### src/rtl/sys_ctrl.sv
// sys_ctrl: command sequencer between the UART RX byte stream, the register
// file, the ALU and the UART TX FIFO. Every output is a register; strobes are
// single-cycle pulses that clear themselves by default on the following edge.
module sys_ctrl #(
   parameter int DATA_WIDTH    = 8,
   parameter int ADDR_WIDTH    = 4,
   parameter int ALU_OUT_WIDTH = 16
) (
   input  logic                     i_clk,
   input  logic                     i_rst,
   input  logic [DATA_WIDTH-1:0]    i_rx_data,
   input  logic                     i_rx_valid,
   output logic [ADDR_WIDTH-1:0]    o_rf_addr,
   output logic                     o_rf_wr_en,
   output logic [DATA_WIDTH-1:0]    o_rf_wr_data,
   output logic                     o_rf_rd_en,
   input  logic [DATA_WIDTH-1:0]    i_rf_rd_data,
   input  logic                     i_rf_rd_valid,
   output logic                     o_alu_en,
   output logic [3:0]               o_alu_func,
   input  logic [ALU_OUT_WIDTH-1:0] i_alu_out,
   input  logic                     i_alu_valid,
   output logic                     o_clk_gate_en,
   output logic [DATA_WIDTH-1:0]    o_tx_data,
   output logic                     o_tx_valid,
   input  logic                     i_tx_full,
   output logic                     o_busy
);

   localparam logic [DATA_WIDTH-1:0] CMD_WR     = DATA_WIDTH'(8'hAA);
   localparam logic [DATA_WIDTH-1:0] CMD_RD     = DATA_WIDTH'(8'hBB);
   localparam logic [DATA_WIDTH-1:0] CMD_ALU_OP = DATA_WIDTH'(8'hCC);
   localparam logic [DATA_WIDTH-1:0] CMD_ALU    = DATA_WIDTH'(8'hDD);

   typedef enum logic [3:0] {
      IDLE,
      WR_ADDR,
      WR_DATA,
      WR_EXEC,
      RD_ADDR,
      RD_REQ,
      RD_WAIT,
      OP_A,
      OP_B,
      ALU_FUNC,
      ALU_REQ,
      ALU_WAIT,
      TX_LO,
      TX_HI
   } state_t;

   state_t                  state;
   logic [DATA_WIDTH-1:0]   result_hi;
   logic                    send_hi;

   // Sequencer: decodes command bytes, issues one-cycle strobes and serialises
   // read data / ALU results into the TX FIFO. The TX strobe is raised the
   // cycle after the FIFO is seen non-full, and the state only advances once
   // that strobe has been issued, so each byte goes out exactly once.
   always_ff @(posedge i_clk or posedge i_rst) begin
      if (i_rst) begin
         state         <= IDLE;
         result_hi     <= '0;
         send_hi       <= 1'b0;
         o_rf_addr     <= '0;
         o_rf_wr_en    <= 1'b0;
         o_rf_wr_data  <= '0;
         o_rf_rd_en    <= 1'b0;
         o_alu_en      <= 1'b0;
         o_alu_func    <= '0;
         o_clk_gate_en <= 1'b0;
         o_tx_data     <= '0;
         o_tx_valid    <= 1'b0;
         o_busy        <= 1'b0;
      end else begin
         o_rf_wr_en <= 1'b0;
         o_rf_rd_en <= 1'b0;
         o_alu_en   <= 1'b0;
         o_tx_valid <= 1'b0;

         case (state)
            IDLE: begin
               if (i_rx_valid) begin
                  if (i_rx_data == CMD_WR) begin
                     state  <= WR_ADDR;
                     o_busy <= 1'b1;
                  end else if (i_rx_data == CMD_RD) begin
                     state  <= RD_ADDR;
                     o_busy <= 1'b1;
                  end else if (i_rx_data == CMD_ALU_OP) begin
                     state         <= OP_A;
                     o_busy        <= 1'b1;
                     o_clk_gate_en <= 1'b1;
                  end else if (i_rx_data == CMD_ALU) begin
                     state         <= ALU_FUNC;
                     o_busy        <= 1'b1;
                     o_clk_gate_en <= 1'b1;
                  end
               end
            end

            WR_ADDR: begin
               if (i_rx_valid) begin
                  o_rf_addr <= i_rx_data[ADDR_WIDTH-1:0];
                  state     <= WR_DATA;
               end
            end

            WR_DATA: begin
               if (i_rx_valid) begin
                  o_rf_wr_data <= i_rx_data;
                  o_rf_wr_en   <= 1'b1;
                  state        <= WR_EXEC;
               end
            end

            WR_EXEC: begin
               state  <= IDLE;
               o_busy <= 1'b0;
            end

            RD_ADDR: begin
               if (i_rx_valid) begin
                  o_rf_addr  <= i_rx_data[ADDR_WIDTH-1:0];
                  o_rf_rd_en <= 1'b1;
                  state      <= RD_REQ;
               end
            end

            RD_REQ, RD_WAIT: begin
               if (i_rf_rd_valid) begin
                  o_tx_data <= i_rf_rd_data;
                  send_hi   <= 1'b0;
                  state     <= TX_LO;
               end else begin
                  state <= RD_WAIT;
               end
            end

            OP_A: begin
               if (i_rx_valid) begin
                  o_rf_addr    <= '0;
                  o_rf_wr_data <= i_rx_data;
                  o_rf_wr_en   <= 1'b1;
                  state        <= OP_B;
               end
            end

            OP_B: begin
               if (i_rx_valid) begin
                  o_rf_addr    <= ADDR_WIDTH'(1);
                  o_rf_wr_data <= i_rx_data;
                  o_rf_wr_en   <= 1'b1;
                  state        <= ALU_FUNC;
               end
            end

            ALU_FUNC: begin
               if (i_rx_valid) begin
                  o_alu_func <= i_rx_data[3:0];
                  o_alu_en   <= 1'b1;
                  state      <= ALU_REQ;
               end
            end

            ALU_REQ, ALU_WAIT: begin
               if (i_alu_valid) begin
                  o_tx_data     <= i_alu_out[DATA_WIDTH-1:0];
                  result_hi     <= i_alu_out[ALU_OUT_WIDTH-1:DATA_WIDTH];
                  send_hi       <= 1'b1;
                  o_clk_gate_en <= 1'b0;
                  state         <= TX_LO;
               end else begin
                  state <= ALU_WAIT;
               end
            end

            TX_LO: begin
               if (o_tx_valid) begin
                  if (send_hi) begin
                     o_tx_data <= result_hi;
                     state     <= TX_HI;
                  end else begin
                     state  <= IDLE;
                     o_busy <= 1'b0;
                  end
               end else if (!i_tx_full) begin
                  o_tx_valid <= 1'b1;
               end
            end

            TX_HI: begin
               if (o_tx_valid) begin
                  send_hi <= 1'b0;
                  state   <= IDLE;
                  o_busy  <= 1'b0;
               end else if (!i_tx_full) begin
                  o_tx_valid <= 1'b1;
               end
            end

            default: begin
               state         <= IDLE;
               o_busy        <= 1'b0;
               o_clk_gate_en <= 1'b0;
            end
         endcase
      end
   end

endmodule

### config.mk
export PLATFORM = sky130hd
export DESIGN_NAME = sys_ctrl
export DESIGN_NICKNAME = d
export VERILOG_FILES = /design/src/rtl/sys_ctrl.sv
export SDC_FILE = /design/constraint.sdc
export NUM_CORES = 1
export LEC_CHECK = 0
export CAP_MARGIN = 20
export CELL_PAD_IN_SITES_DETAIL_PLACEMENT = 1
export CELL_PAD_IN_SITES_GLOBAL_PLACEMENT = 1
export CORE_MARGIN = 2
export CORE_UTILIZATION = 44
export DETAILED_ROUTE_END_ITERATION = 10
export DONT_BUFFER_PORTS = 1
export GPL_TIMING_DRIVEN = 0
export PLACE_DENSITY = 0.73
export RECOVER_POWER = 100
export SLEW_MARGIN = 20
export SYNTH_ARGS = -nofsm -noshare
export SYNTH_HDL_FRONTEND = slang
export SYNTH_SLANG_ARGS = --single-unit
### constraint.sdc
create_clock -name i_clk -period 1.74 [get_ports i_clk]
set_clock_uncertainty 0.15 [all_clocks]
set_input_delay 0.261 -clock i_clk [delete_from_list [all_inputs] [get_ports i_clk]]
set_output_delay 0.261 -clock i_clk [all_outputs]
set_load 0.02 [all_outputs]
==> impl_metrics.json, run 1 <==
{
  "status": "finished with violations",
  "violations": "negative setup slack",
  "power.density_nw_per_um2": 2000,
  "synthesis.area_um2": 2510,
  "cts_tree": "done",
  "cp_data_arrival_time_ns": 1.90,
  "final_nets": 308,
  "finalSetupViolCount": 34,
  "portBuffers": 0,
  "core_area_um2": 5510,
  "clk_path_buf_depth": 2,
  "drt_iter0_drc": 144,
  "die_x_um": 79.5,
  "max_slew_margin": 0.361,
  "wire_per_inst_um": 23.3,
  "crit_required_ns": 1.78,
  "layout-drive-gt1-share": 0.402,
  "drv_cap": 0,
  "synth_seq_cells": 43,
  "highest_layer": "met4",
  "hold_ws_ns": 0.0176,
  "die_y_um": 79.5,
  "grt_pass1_wl_um": 12400,
  "drv_slew": 0,
  "clk_pin_slew_ns": 0.09,
  "grt_pass1_vias": 2275,
  "period_minus_slack_ns": 1.87,
  "pre_cts_ws_ns": -0.226,
  "met2_length_um": 4140,
  "fin_cells": 343,
  "vdd_ir_drop_max_mv": 0.845,
  "finalPower_mw": 6.67,
  "final_area_um2": 3330,
  "fill_cells": 561,
  "hpwl_um": 4530,
  "ios": 68,
  "worst_slack_ns": -0.126,
  "post-route-period-util": 1.07,
  "reg2reg_depth": 5,
  "via_count": 2031,
  "met3WireLength_um": 503,
  "async_flop_share": 1.00,
  "hold_violations": 0,
  "max_stage_delay_ns": 0.52,
  "initial_utilization": 0.456,
  "areaGrowthSynthToFinish_pct": 32.6,
  "htree_levels": 2,
  "ant_nets": 0,
  "final_util": 0.604,
  "path_cells": "buf_12, a211oi_4, o31ai_4, o211a_4, mux2_4",
  "hold_class": "input pin to flip-flop",
  "synth_area_per_cell_um2": 11.2,
  "synth.largest_area_cell": "dfrtp_1",
  "grt_use_total": 0.260,
  "antenna_cells": 0,
  "synth-seq-area-share": 0.429,
  "netlist_instances": 224,
  "yosysWarnings": 0,
  "drcViolationCount": 0,
  "tns_ns": -2.55,
  "critical_path.slowest_cell": "dfrtp_2",
  "grt_max_degree": 26,
  "hold_depth": 2,
  "tightest_slew_ns": 0.958,
  "end_kind": "flip-flop",
  "antenna_found_initial": 0,
  "vias_per_cell": 5.92,
  "wl_um": 7980,
  "grt-ovfl-total": 0,
  "row_count": 27,
  "placed_cells": 297,
  "synthTopCellsByArea": "dfrtp_1 (43%), mux2_4 (9.6%), a21oi_1 (3.6%)",
  "synth_fp_nets": 262,
  "timing.fmax_mhz": 536,
  "crit_path_max_fanout": 5,
  "cts-buffers-inserted": 5,
  "die_area_um2": 6320,
  "startpoint_type": "flip-flop",
  "crit_type": "flip-flop to flip-flop",
  "dpl_cell_area_um2": 2640,
  "synth_top_area_share": 0.429,
  "insertion_delay_ns": 0.30,
  "leakage_nw": 1.46,
  "rsz0062_at_grt": "yes",
  "m1WireLength_um": 3160,
  "drtPass1Iterations": 4,
  "clock-sinks": 43,
  "synth_edf_count": 0,
  "gp_congestion": 0.845,
  "synth_ff_type": "dfrtp_1",
  "ys_types": 58,
  "root_buffer": "clkbuf_8"
}
-- Yosys cell counts, types with 3 or more instances --
| cell | count |
|---|---|
| nor3_1 | 4 |
| a21oi_1 | 18 |
| nand3_1 | 5 |
| nand2_1 | 13 |
| nor2b_1 | 4 |
| mux2_2 | 4 |
| mux2_4 | 16 |
| o22ai_1 | 3 |
| buf_4 | 5 |
| inv_1 | 15 |
| dfrtp_1 | 43 |
| a22o_1 | 8 |
| o21ai_0 | 5 |
| buf_2 | 4 |
| nand4_1 | 3 |
| nor2_1 | 10 |
| mux2i_1 | 8 |
| a21bo_1 | 3 |
-- state kept, by name, summed over array words and instances (netlist names) --
name / cells
o_rf_wr_en: 1
o_alu_func: 4
o_clk_gate_en: 1
o_alu_en: 1
send_hi: 1
o_busy: 1
o_tx_valid: 1
o_rf_wr_data: 8
state: 4
result_hi: 8
o_tx_data: 8
o_rf_addr: 4
o_rf_rd_en: 1
-- what timing repair did --
| action | in CTS | in global routing |
|---|---|---|
| setup endpoints to repair | 31 | 38 |
| gates resized for setup | 29 | 26 |
| setup buffers | 13 | 4 |
| endpoints found under the hold margin | 46 | 0 |
| pin swaps | 15 | 19 |
| hold buffers | 19 | 0 |
| gates cloned | 1 | 1 |
-- layout by cell type, fill, tap and decap left out, types with 3 or more instances in the layout --
cell,n
nor2b_2,3
dfrtp_1,42
a22o_1,8
nor2_4,5
mux2i_1,8
nor2_1,7
inv_1,15
nor3_1,3
mux2_4,18
clkbuf_8,5
nand4_1,3
o21ai_0,5
a21oi_2,3
dlygate4sd3_1,19
nand3_2,3
buf_4,12
nand2_2,6
nand2_1,9
buf_6,9
a21bo_1,3
buf_12,3
a21oi_1,15
mux2_2,4
buf_8,4
-- cell families (layout without fill, tap and decap cells) --
kind of cell | after synthesis | after routing | synth area share
compound gates | 59 | 59 | 0.178
xor+xnor | 2 | 2 | 0.0175
fa+ha+maj | 1 | 1 | 0.00399
buf+inv | 28 | 75 | 0.0628
flops | 43 | 43 | 0.429
mux | 30 | 30 | 0.155
simple gates | 61 | 61 | 0.154
-- worst max-delay path, delay by kind of cell (launching register included) --
| kind | cells | cell delay (ns) |
|---|---|---|
| AOI/OAI and AO/OA | 3 | 0.59 |
| DFF | 1 | 0.52 |
| buffers and inverters | 1 | 0.18 |
| muxes | 1 | 0.31 |
-- worst paths after layout --
kind                                          start                        to  slack [ns]
setup reg to reg               state[1]$_DFFE_PP0P_      state[1]$_DFFE_PP0P_       -0.13
setup / recovery               state[1]$_DFFE_PP0P_      state[1]$_DFFE_PP0P_       -0.13
max in group asynchronous                     i_rst      o_tx_valid$_DFF_PP0_        0.15
hold reg to reg            result_hi[6]$_DFFE_PP0P_  result_hi[6]$_DFFE_PP0P_        0.37
min in group asynchronous                     i_rst  o_tx_data[5]$_DFFE_PP0P_        0.47
hold / removal                      i_rf_rd_data[1]  o_tx_data[1]$_DFFE_PP0P_        0.02
-- layout make-up --
| class | count | area, um2 | area share |
|---|---|---|---|
| multi-input combinational | 153 | 1440 | 0.433 |
| buffer | 12 | 139 | 0.0418 |
| tap | 72 | 90.1 | 0.0271 |
| clock buffer | 6 | 72.6 | 0.0218 |
| sequential | 43 | 1080 | 0.324 |
| timing repair buffer | 39 | 425 | 0.128 |
| clock inverter | 2 | 12.5 | 0.00376 |
| inverter | 16 | 67.6 | 0.0203 |
-- power breakdown --
group          total [mW]  internal [mW]  switching, mW
logic                3.84           1.93           1.91
clock network       0.639          0.281          0.358
registers            2.19           1.46          0.733
-- metal layers --
metal  GRT usage  vias up
li1            -      896
met1       0.312     1039
met2       0.450       82
met3      0.0577       14
met4       0.103        0
met5           0        -
Note: power is estimated with default switching activity, not from simulation.
==> run 2: changes to the inputs <==
- REMOVE_ABC_BUFFERS: unset -> 1
==> run 2 against run 1 <==
The run ends with negative hold slack, negative setup slack left. Clock-buffer cell count unchanged. Clock power increased by 51%. Final area increased by 1.8%. Critical path depth increased by 1. Non-clock buffer count increased by 2. Worst setup slack got worse by 0.14 ns. Final cell count increased by 0.58%. Critical path type unchanged. Sequential share of layout area decreased by 0.16 points. Combinational power increased by 4%.
==> impl_metrics.json, run 2 (synthesis gave the netlist of run 1 again) <==
{
  "status": "finished with violations",
  "violations": "negative hold slack, negative setup slack",
  "startpoint_type": "flip-flop",
  "grt-ovfl-total": 0,
  "drt_iter0_drc": 91,
  "clk_pin_slew_ns": 0.10,
  "gp_congestion": 0.725,
  "vias_per_cell": 6.06,
  "final_cell_mix": "dfrtp_1 (39), dlygate4sd3_1 (20), buf_4 (18), mux2_4 (17), inv_1 (14)",
  "end_kind": "flip-flop",
  "ios": 68,
  "layout_commonest_cell": "dfrtp_1",
  "cts_tree": "done",
  "grt_use_total": 0.273,
  "period_minus_slack_ns": 2.01,
  "crit_required_ns": 1.79,
  "via_count": 2090,
  "final_nets": 310,
  "core_area_um2": 5510,
  "drtPass1Iterations": 4,
  "antenna_cells": 0,
  "portBuffers": 0,
  "power.density_nw_per_um2": 2130,
  "die_y_um": 79.5,
  "rsz0062_at_grt": "yes",
  "layout-drive-gt1-share": 0.414,
  "post-route-period-util": 1.15,
  "timing.fmax_mhz": 498,
  "pre_cts_ws_ns": -0.646,
  "areaGrowthSynthToFinish_pct": 34.9,
  "crit_path_max_fanout": 7,
  "grt_pass1_vias": 2239,
  "clk_path_buf_depth": 2,
  "insertion_delay_ns": 0.32,
  "leakage_nw": 1.49,
  "grt_max_degree": 26,
  "finalPower_mw": 7.22,
  "die_x_um": 79.5,
  "hold_class": "input pin to flip-flop",
  "row_count": 27,
  "vdd_ir_drop_max_mv": 1.20,
  "grt_pass1_wl_um": 12900,
  "htree_levels": 2,
  "clock-sinks": 43,
  "worst_slack_ns": -0.267,
  "drv_cap": 0,
  "initial_utilization": 0.456,
  "root_buffer": "clkbuf_8",
  "cp_data_arrival_time_ns": 2.06,
  "antenna_found_initial": 0,
  "hold_violations": 1,
  "finalSetupViolCount": 33,
  "drcViolationCount": 0,
  "die_area_um2": 6320,
  "cts-buffers-inserted": 5,
  "wl_um": 9010,
  "wire_per_inst_um": 26.1,
  "hpwl_um": 4090,
  "ant_nets": 0,
  "crit_type": "flip-flop to flip-flop",
  "hold_ws_ns": -0.000466,
  "largestRegisters": "o_rf_wr_data x8, o_tx_data x8, result_hi x8",
  "tightest_slew_ns": 0.940,
  "drv_slew": 0,
  "max_slew_margin": 0.373
}
==> run 2: changes by cell type in the layout (fill, tap and decap cells not counted), moves of 3 or more <==
cell / delta
buf_4: +6
dfrtp_1: -3
dfrtp_4: +4
nand2_2: -3
nand3_2: -3
nor2_2: +4
==> run 2: critical path: stages (launching register included) <==
cell and delay, ns:
dfrtp_4 0.51, buf_12 0.15, nor2_4 0.22, nand2_4 0.14, o22ai_1 0.34, a31oi_1 0.11
a21oi_1 0.25
==> run 2: through the flow <==
step	instance area (um2)	utilization	instances	setup TNS, ns
floorplan	2410	-	212	-9.19
global placement	2500	0.455	284	-27.30
detailed placement	2530	0.460	285	-21.09
CTS	3220	0.585	336	-1.28
global route	3380	0.615	345	-7.94
finish	3380	0.615	345	-4.26
==> run 2: area by class of cell <==
type,instances,area (um2)
tap,72,90.1
fill,561,2120
timing repair buffer,53,552
multi-input combinational,153,1450
sequential,43,1090
inverter,16,66.3
clock buffer,6,72.6
clock inverter,2,60.1
==> run 2: path summary, 6_finish.rpt <==
kind                                           from                  endpoint  slack (ns)  cells past startpoint
setup / recovery               state[1]$_DFFE_PP0P_      state[0]$_DFFE_PP0P_       -0.27                      6
hold / removal                      i_rf_rd_data[1]  o_tx_data[1]$_DFFE_PP0P_     -0.0005                      2
setup reg to reg               state[1]$_DFFE_PP0P_      state[0]$_DFFE_PP0P_       -0.27                      6
hold reg to reg            result_hi[5]$_DFFE_PP0P_  result_hi[5]$_DFFE_PP0P_        0.37                      1
max in group asynchronous                     i_rst      state[0]$_DFFE_PP0P_        0.04                      3
min in group asynchronous                     i_rst      o_rf_wr_en$_DFF_PP0_        0.44                      2
==> run 2: what timing repair did <==
item                                   in CTS  in global routing
pin swaps                                  13                 10
setup buffers                              24                  8
resized for setup                          31                 27
setup endpoints to repair                  42                 39
hold buffers                               19                  1
endpoints found under the hold margin      46                  1
==> run 2: report_power, final <==
group | leakage (nW) | internal (mW) | switching (mW)
logic | 0.906 | 1.96 | 2.02
clock network | 0.0654 | 0.575 | 0.388
registers | 0.520 | 1.49 | 0.785
total | 1.49 | 4.03 | 3.19
==> run 2: layer usage <==
metal | GRT usage | share of wire
met1 | 0.352 | 0.43
met2 | 0.440 | 0.50
met3 | 0.0554 | 0.044
met4 | 0.122 | 0.027
met5 | 0 | 0
==> run 3: changes to the inputs <==
- ABC_CLOCK_PERIOD_IN_PS: unset -> 2100
- CORE_UTILIZATION: 44 -> 51
- CTS_BUF_LIST: unset -> sky130_fd_sc_hd__clkbuf_4 sky130_fd_sc_hd__clkbuf_8
- PLACE_DENSITY: 0.73 -> 0.8
- clock period: 1.74 -> 2.1 ns (I/O delays scaled with it)
==> run 3 against run 2 <==
The flow finishes with violations (negative hold slack). Non-clock buffer count is 45 lower. Sequential share of layout area is 9.4 points higher. Final area decreased by 23%. Maximum frequency down 1.3%. Register-to-register slack better by 0.33 ns. Global-route usage fell by 3.8 points. Combinational power decreased by 57%. Critical path depth is 2 lower. Highest routed layer unchanged. Largest cell class unchanged.
==> impl_metrics.json, run 3 (synthesis gave the netlist of run 1 again) <==
{
  "final_cell_mix": "dfrtp_1 (39), a21oi_1 (18), mux2_1 (16), inv_1 (15), nand2_1 (13)",
  "drtPass1Iterations": 4,
  "post-route-period-util": 0.969,
  "vdd_ir_drop_max_mv": 0.675,
  "drt_iter0_drc": 76,
  "cts-buffers-inserted": 5,
  "die_y_um": 74.1,
  "r2r_end": "state[1]$_DFFE_PP0P_",
  "r2r_start": "state[2]$_DFFE_PP0P_",
  "largestRegisters": "o_rf_wr_data x8, o_tx_data x8, result_hi x8",
  "hold_start": "i_alu_out[12]",
  "violations": "negative hold slack",
  "clock-sinks": 43,
  "hold_violations": 1,
  "vias_per_cell": 6.02,
  "hold_end": "result_hi[4]$_DFFE_PP0P_",
  "worst_slack_ns": 0.0658,
  "die_area_um2": 5500,
  "hold_class": "input pin to flip-flop",
  "grt_pass1_vias": 1881,
  "die_x_um": 74.1,
  "areaGrowthSynthToFinish_pct": 4.29,
  "grt-ovfl-total": 0,
  "hold_depth": 1,
  "crit_required_ns": 2.13,
  "cp_data_arrival_time_ns": 2.06,
  "gp_congestion": 0.860,
  "drv_cap": 0,
  "portBuffers": 0,
  "power.density_nw_per_um2": 1630,
  "period_minus_slack_ns": 2.03,
  "via_count": 1775,
  "reg2reg_depth": 4,
  "leakage_nw": 1.11,
  "antenna_found_initial": 0,
  "tightest_slew_ns": 0.924,
  "core_area_um2": 4720,
  "final_nets": 265,
  "multiInputGateArea_um2": 1190,
  "initial_utilization": 0.531,
  "clk_path_buf_depth": 2,
  "crit_type": "flip-flop to flip-flop",
  "hpwl_um": 4410,
  "htree_levels": 2,
  "timing.fmax_mhz": 492,
  "ant_nets": 0,
  "r2r_slack_ns": 0.07,
  "row_count": 25,
  "wl_um": 6290,
  "grt_use_total": 0.235,
  "grt_pass1_wl_um": 9670,
  "drcViolationCount": 0,
  "startpoint_type": "flip-flop",
  "cts_tree": "done",
  "insertion_delay_ns": 0.30,
  "clk_pin_slew_ns": 0.08,
  "regArea_um2": 1090,
  "finalSetupViolCount": 0,
  "ios": 68,
  "hold_ws_ns": -0.00512,
  "layout-drive-gt1-share": 0.175,
  "antenna_cells": 0,
  "crit_path_max_fanout": 25,
  "pre_cts_ws_ns": -0.335,
  "final_util": 0.554,
  "max_slew_margin": 0.384,
  "root_buffer": "clkbuf_8",
  "fill_cells": 524,
  "grt_max_degree": 28,
  "rsz0062_at_grt": "no",
  "layout_commonest_cell": "dfrtp_1",
  "finalPower_mw": 4.26,
  "wire_per_inst_um": 21.3,
  "end_kind": "flip-flop",
  "drv_slew": 0,
  "status": "finished with violations"
}
[run 3: worst max-delay path, stage by stage (launching register included)]
cell     delay [ns]
dfrtp_4        0.62
and4b_4        0.27
o31ai_2        0.28
o211a_4        0.24
mux2_1         0.34
[run 3: cell type report]
class / count / share of cell area
multi-input cells: 153 / 0.456
flip-flops and latches: 43 / 0.416
repair buffers: 8 / 0.0378
well taps: 67 / 0.0320
clock buffers: 6 / 0.0292
inverters: 16 / 0.0239
clock inverters: 2 / 0.00478
[run 3: worst max path at each step]
stage / slack, ns / from / cells after the start / to
finish: 0.07 / state[2]$_DFFE_PP0P_ / 4 / state[1]$_DFFE_PP0P_
global route: 0.02 / state[2]$_DFFE_PP0P_ / 4 / state[1]$_DFFE_PP0P_
CTS: 0.03 / state[1]$_DFFE_PP0P_ / 4 / state[1]$_DFFE_PP0P_
detailed placement: -0.33 / state[1]$_DFFE_PP0P_ / 4 / state[1]$_DFFE_PP0P_
global placement: -0.24 / state[3]$_DFFE_PP0P_ / 4 / state[1]$_DFFE_PP0P_
floorplan: -0.05 / state[3]$_DFFE_PP0P_ / 4 / state[1]$_DFFE_PP0P_
[run 3: power breakdown]
part           switching, mW  internal [mW]
clock network          0.294          0.246
logic                  0.928          0.795
registers              0.777           1.23
total                   2.00           2.27
[run 3: repair_timing]
item                                   CTS  global route
setup endpoints to repair               37             9
buffers inserted                         0             2
hold buffers                             2             3
endpoints found under the hold margin   23             3
resized for setup                        6             1
[run 3: stage by stage]
| step | area, um2 | hold slack [ns] | TNS (ns) | cells |
|---|---|---|---|---|
| 2_1_floorplan | 2410 | 0.231 | -0.0462 | 212 |
| 3_3_place_gp | 2500 | 0.234 | -4.59 | 279 |
| 3_5_place_dp | 2520 | 0.105 | -8.09 | 280 |
| 4_1_cts | 2640 | 0.00741 | 0 | 290 |
| 5_1_grt | 2620 | -0.00684 | 0 | 295 |
| 6_report | 2620 | -0.00512 | 0 | 295 |
[run 3: layer usage]
layer  global-route usage  share of wire
met3               0.0488          0.051
met5                    0              0
met1                0.272           0.40
met2                0.432           0.53
met4               0.0747          0.020
